[config.mk]
export PLATFORM = sky130hd
export DESIGN_NAME = imm_gen_pipe
export DESIGN_NICKNAME = d
export VERILOG_FILES = /design/src/rtl/imm_gen_pipe.sv
export SDC_FILE = /design/constraint.sdc
export NUM_CORES = 1
export LEC_CHECK = 0
export BUFFER_PORTS_ARGS = -buffer_cell sky130_fd_sc_hd__buf_4
export CAP_MARGIN = 10
export CELL_PAD_IN_SITES_DETAIL_PLACEMENT = 1
export CELL_PAD_IN_SITES_GLOBAL_PLACEMENT = 2
export CORE_UTILIZATION = 25
export CTS_CLUSTER_DIAMETER = 200
export DETAILED_ROUTE_END_ITERATION = 10
export GPL_ROUTABILITY_DRIVEN = 0
export PLACE_DENSITY = 0.63
export SETUP_SLACK_MARGIN = 0.5
export SLEW_MARGIN = 40
export SYNTH_ARGS = -nofsm -noshare
export SYNTH_HDL_FRONTEND = slang
export SYNTH_SLANG_ARGS = --single-unit
export TNS_END_PERCENT = 30
[constraint.sdc]
create_clock -name clk -period 5.1 [get_ports clk]
set_input_delay 0.51 -clock clk [delete_from_list [all_inputs] [get_ports clk]]
set_output_delay 0.51 -clock clk [all_outputs]
set_load 0.02 [all_outputs]
[src/rtl/imm_gen_pipe.sv]
// Pipelined RV32I immediate generator with a result FIFO.
// Option: define IMMGEN_UTYPE_EN to decode lui/auipc as U-type.
//
// Ports:
//   clk, reset             rising clock, sync active-high reset
//   in_valid/in_ready      instruction handshake (ready registered)
//   in_instr[31:0]         instruction word
//   out_valid/out_ready    result handshake (valid = !empty)
//   out_imm[XLEN-1:0]      sign-extended immediate of head entry
//   out_fmt[2:0]           0=I 1=S 2=B 3=U 4=J 7=none
//   out_noimm              head instruction has no immediate
//   noimm_cnt[CNTW-1:0]    saturating count of no-imm pushes
module imm_gen_pipe #(
  parameter int XLEN  = 32,
  parameter int DEPTH = 4,
  parameter int CNTW  = 16
) (
  input  logic            clk,
  input  logic            reset,
  input  logic            in_valid,
  output logic            in_ready,
  input  logic [31:0]     in_instr,
  output logic            out_valid,
  input  logic            out_ready,
  output logic [XLEN-1:0] out_imm,
  output logic [2:0]      out_fmt,
  output logic            out_noimm,
  output logic [CNTW-1:0] noimm_cnt
);

  localparam int AW = $clog2(DEPTH);
  localparam logic [AW:0] FULL = (AW+1)'(DEPTH);

  typedef struct packed {
    logic [XLEN-1:0] imm;
    logic [2:0]      fmt;
    logic            noimm;
  } ent_t;

  ent_t            mem [DEPTH];
  ent_t            dec;
  ent_t            head;
  logic [AW-1:0]   wptr;
  logic [AW-1:0]   rptr;
  logic [AW:0]     cnt;
  logic [AW:0]     cnt_nxt;
  logic            push;
  logic            pop;

  logic [6:0]         op;
  logic [31:0]        i;
  logic signed [31:0] imm32;
  logic is_i, is_s, is_b, is_j, is_u;

  assign i  = in_instr;
  assign op = in_instr[6:0];

  assign is_i = (op == 7'b0000011) ||
                (op == 7'b0010011) ||
                (op == 7'b1100111);
  assign is_s = (op == 7'b0100011);
  assign is_b = (op == 7'b1100011);
  assign is_j = (op == 7'b1101111);
`ifdef IMMGEN_UTYPE_EN
  assign is_u = (op == 7'b0110111) ||
                (op == 7'b0010111);
`else
  assign is_u = 1'b0;
`endif

  always_comb begin
    imm32     = '0;
    dec       = '0;
    dec.fmt   = 3'd7;
    dec.noimm = 1'b1;
    unique case (1'b1)
      is_i: begin
        imm32     = {{20{i[31]}}, i[31:20]};
        dec.fmt   = 3'd0;
        dec.noimm = 1'b0;
      end
      is_s: begin
        imm32     = {{20{i[31]}}, i[31:25], i[11:7]};
        dec.fmt   = 3'd1;
        dec.noimm = 1'b0;
      end
      is_b: begin
        imm32     = {{20{i[31]}}, i[7],
                     i[30:25], i[11:8], 1'b0};
        dec.fmt   = 3'd2;
        dec.noimm = 1'b0;
      end
      is_u: begin
        imm32     = {i[31:12], 12'b0};
        dec.fmt   = 3'd3;
        dec.noimm = 1'b0;
      end
      is_j: begin
        imm32     = {{12{i[31]}}, i[19:12],
                     i[20], i[30:21], 1'b0};
        dec.fmt   = 3'd4;
        dec.noimm = 1'b0;
      end
      default: ;
    endcase
    dec.imm = XLEN'(imm32);
  end

  assign push = in_valid && in_ready;
  assign pop  = out_valid && out_ready;

  always_comb begin
    cnt_nxt = cnt;
    unique case ({push, pop})
      2'b10:   cnt_nxt = cnt + 1'b1;
      2'b01:   cnt_nxt = cnt - 1'b1;
      default: cnt_nxt = cnt;
    endcase
  end

  always_ff @(posedge clk) begin
    if (reset) begin
      wptr      <= '0;
      rptr      <= '0;
      cnt       <= '0;
      in_ready  <= 1'b1;
      noimm_cnt <= '0;
      for (int k = 0; k < DEPTH; k++)
        mem[k] <= '0;
    end else begin
      if (push) begin
        mem[wptr] <= dec;
        wptr      <= wptr + 1'b1;
        if (dec.noimm && (noimm_cnt != '1))
          noimm_cnt <= noimm_cnt + 1'b1;
      end
      if (pop)
        rptr <= rptr + 1'b1;
      cnt      <= cnt_nxt;
      // Ready is registered: a pop while full
      // frees a slot only on the next cycle.
      in_ready <= (cnt_nxt != FULL);
    end
  end

  assign head      = mem[rptr];
  assign out_valid = (cnt != '0);
  assign out_imm   = head.imm;
  assign out_fmt   = head.fmt;
  assign out_noimm = head.noimm;

endmodule

==> metrics.txt <==
clock buffer depth 2; worst slew pin tran 661 ps; Req. time, crit path ~4600 ps; via count between 3000 and 4000; insertion delay to the later sink of the worst-skew pair between 400 and 500 ps; Root Driver clkbuf_16; Post-synth EDFFs 100; Adder-Cell Fraction of Synth Area 0.00787; CP max-delay cell dfxtp_4; CTS tree built; IO Count 90; Synth Register Bits about 130; VDD IR max around 0.20 mV; dpl ws ~2100 ps; standard cell core area roughly 0.022 sq mm; die footprint 0.0235 sq mm; top post-synthesis cells by area edfxtp_1 (52%), mux4_2 (9.8%), dfxtp_1 (9.1%), nor2_1 (6.2%), and2_1 (2.5%); post-synth cell types 51; relative slew slack 0.559; P&R area growth vs syn 25.9%; Leakage 2.69 nW; Buf+Inv Stages, Crit Path 1; Seq/Total Area, Yosys 0.616; Pre-antenna DRT Iters 4; setup tns final 0 ps; max_cap viols 0; Power Dens Cells about 450 mW/mm^2; WS Path Type flip-flop to primary output; Reg clk slew, reported paths approximately 60 ps; crit-path cells mux4_2 > buf_4; Post-CTS Resized 0; gr ovfl total 0; DR WL/cell 18.1 microns; Final Skew 9.68 ps; synthesized net count 480; leading area contributor after synthesis edfxtp_1; Simple-Gate Fraction of Synth Area 0.173; fraction of registers with async set/reset 0; n_diodes 0; total setup buffers inserted after CTS 0; largest family of logic cells by synthesized area simple AND/OR/NAND/NOR gates; CTS Buf Count 17; DRC violations left 0; dpl hpwl between 9 and 10 mm; mux contribution to synthesized area 0.104; Compound-Gate Fraction of Synth Area 0.0400; remaining antenna violation count 0; fin crit period ~2500 ps; worst hold path type primary input to flip-flop; non-filler cells, final 816; Total GRT Usage 0.132; dpl cells roughly 780; yosys warns 0; Initial Utilization 0.258; # setup viols final 0; cell count after synthesis around 440; # H-tree levels 4; XOR/XNOR Fraction of Synth Area 0.0230; fin util 0.325; Synth Area per Inst about 13 sq um; worst-path fanout max 25; setup ws final ~2600 ps; port bufs 89; Worst path top cell family by delay flip-flops; Die X approximately 150 microns; Hold Vio Cnt, Final 0; Die H about 150 microns; delay of the slowest critical-path stage 700 ps; first-pass GRT wire length 23.3 mm; CP Launch Type flip-flop; CP Capture Type primary output; main flop type after synthesis edfxtp_1; layout cells sized above 1 0.306; Sinks on Clock Net 126; placed instance area around 0.0066 sq mm; # nets final between 500 and 600; drt initial violations about 160; final wirelength between 10 and 15 mm; vias in the first global route around 4000; design area 0.00720 sq mm; initial antenna violation count 0; CTS Hold Buffers Added 0; Mapped Area roughly 0.0057 sq mm; row count 54; data arrival time of the critical path 2030 ps; Max Freq 0.393 GHz; Final Cycle Share 0.499; status completed; routed vias/inst approximately 4.6; largest net degree at the start of global routing 32; Synth top area share 0.525; RSZ-0062 raised after global routing false; Pins Over Slew Limit 0
==> cell families after synthesis <==
group / after synthesis
AND/OR/NAND/NOR: 194
adder cells (fa/ha/maj): 3
flip-flops: 126
multiplexers: 28
buffers and inverters: 40
AO/OA/AOI/OAI: 35
XOR/XNOR: 15
==> metal layers <==
metal / track usage / up-vias / part of all wire
li1: - / 1769 / -
met1: 0.165 / 1903 / 0.45
met2: 0.224 / 93 / 0.50
met3: 0.0366 / 15 / 0.036
met4: 0.0375 / 0 / 0.0096
met5: 0 / - / 0
==> cell usage after synthesis, drive strengths merged (8+ instances only) <==
library cell    n
a21oi          16
and2           25
and3           10
buf            19
clkbuf         12
dfxtp          26
edfxtp        100
inv             9
mux4           25
nand2          14
nor2           94
or3             8
xnor2           9
==> placed cells by master, fill, tap and decap left out, types with 5 or more instances in the layout <==
master and instances:
buf_4 94, edfxtp_1 100, mux4_2 25, dfxtp_1 25, and3_1 9, nand2_1 14
nand3_1 5, nor2b_1 6, or3_1 7, xor2_1 6, o21ai_0 6, a21oi_1 16
nor2_1 93, and2_1 23, nand4_1 5, xnor2_1 9, inv_1 9, clkbuf_16 17
==> power breakdown <==
part / internal [mW] / switching (mW) / total, mW
Sequential: 1.20 / 0.0987 / 1.30
Combinational: 0.372 / 0.403 / 0.774
Clock: 0.720 / 0.468 / 1.19
Total: 2.30 / 0.970 / 3.27
==> final cells by class <==
class | count | area [sq um]
Fill cell | 2393 | 15000
Sequential cell | 126 | 3530
Multi-Input combinational cell | 275 | 2010
Timing Repair Buffer | 94 | 706
Clock buffer | 19 | 433
Tap cell | 280 | 350
Clock inverter | 13 | 140
Inverter | 9 | 33.8
==> final timing paths <==
check,start,cells after the start,endpoint,slack (ps)
max,flip-flop,2,out_imm[25],2560
min,in_instr[25],2,mem[0][9],400
max reg2reg,in_ready,5,mem[2][4],2670
min reg2reg,rptr[1],2,rptr[1],530
==> flip-flops by register name, summed over array words and instances, names as in the netlist, named ones only <==
signal	flops
rptr	2
cnt	3
noimm_cnt	16
mem	100
wptr	2
in_ready	1
==> metrics by stage <==
step	hold slack, ps	power (mW)
3_3_place_gp	511	2.10
6_report	397	3.27
4_1_cts	385	3.32
3_5_place_dp	519	2.12
2_1_floorplan	485	1.84
5_1_grt	378	3.41
No activity file was read; power rests on OpenSTA's default activity.
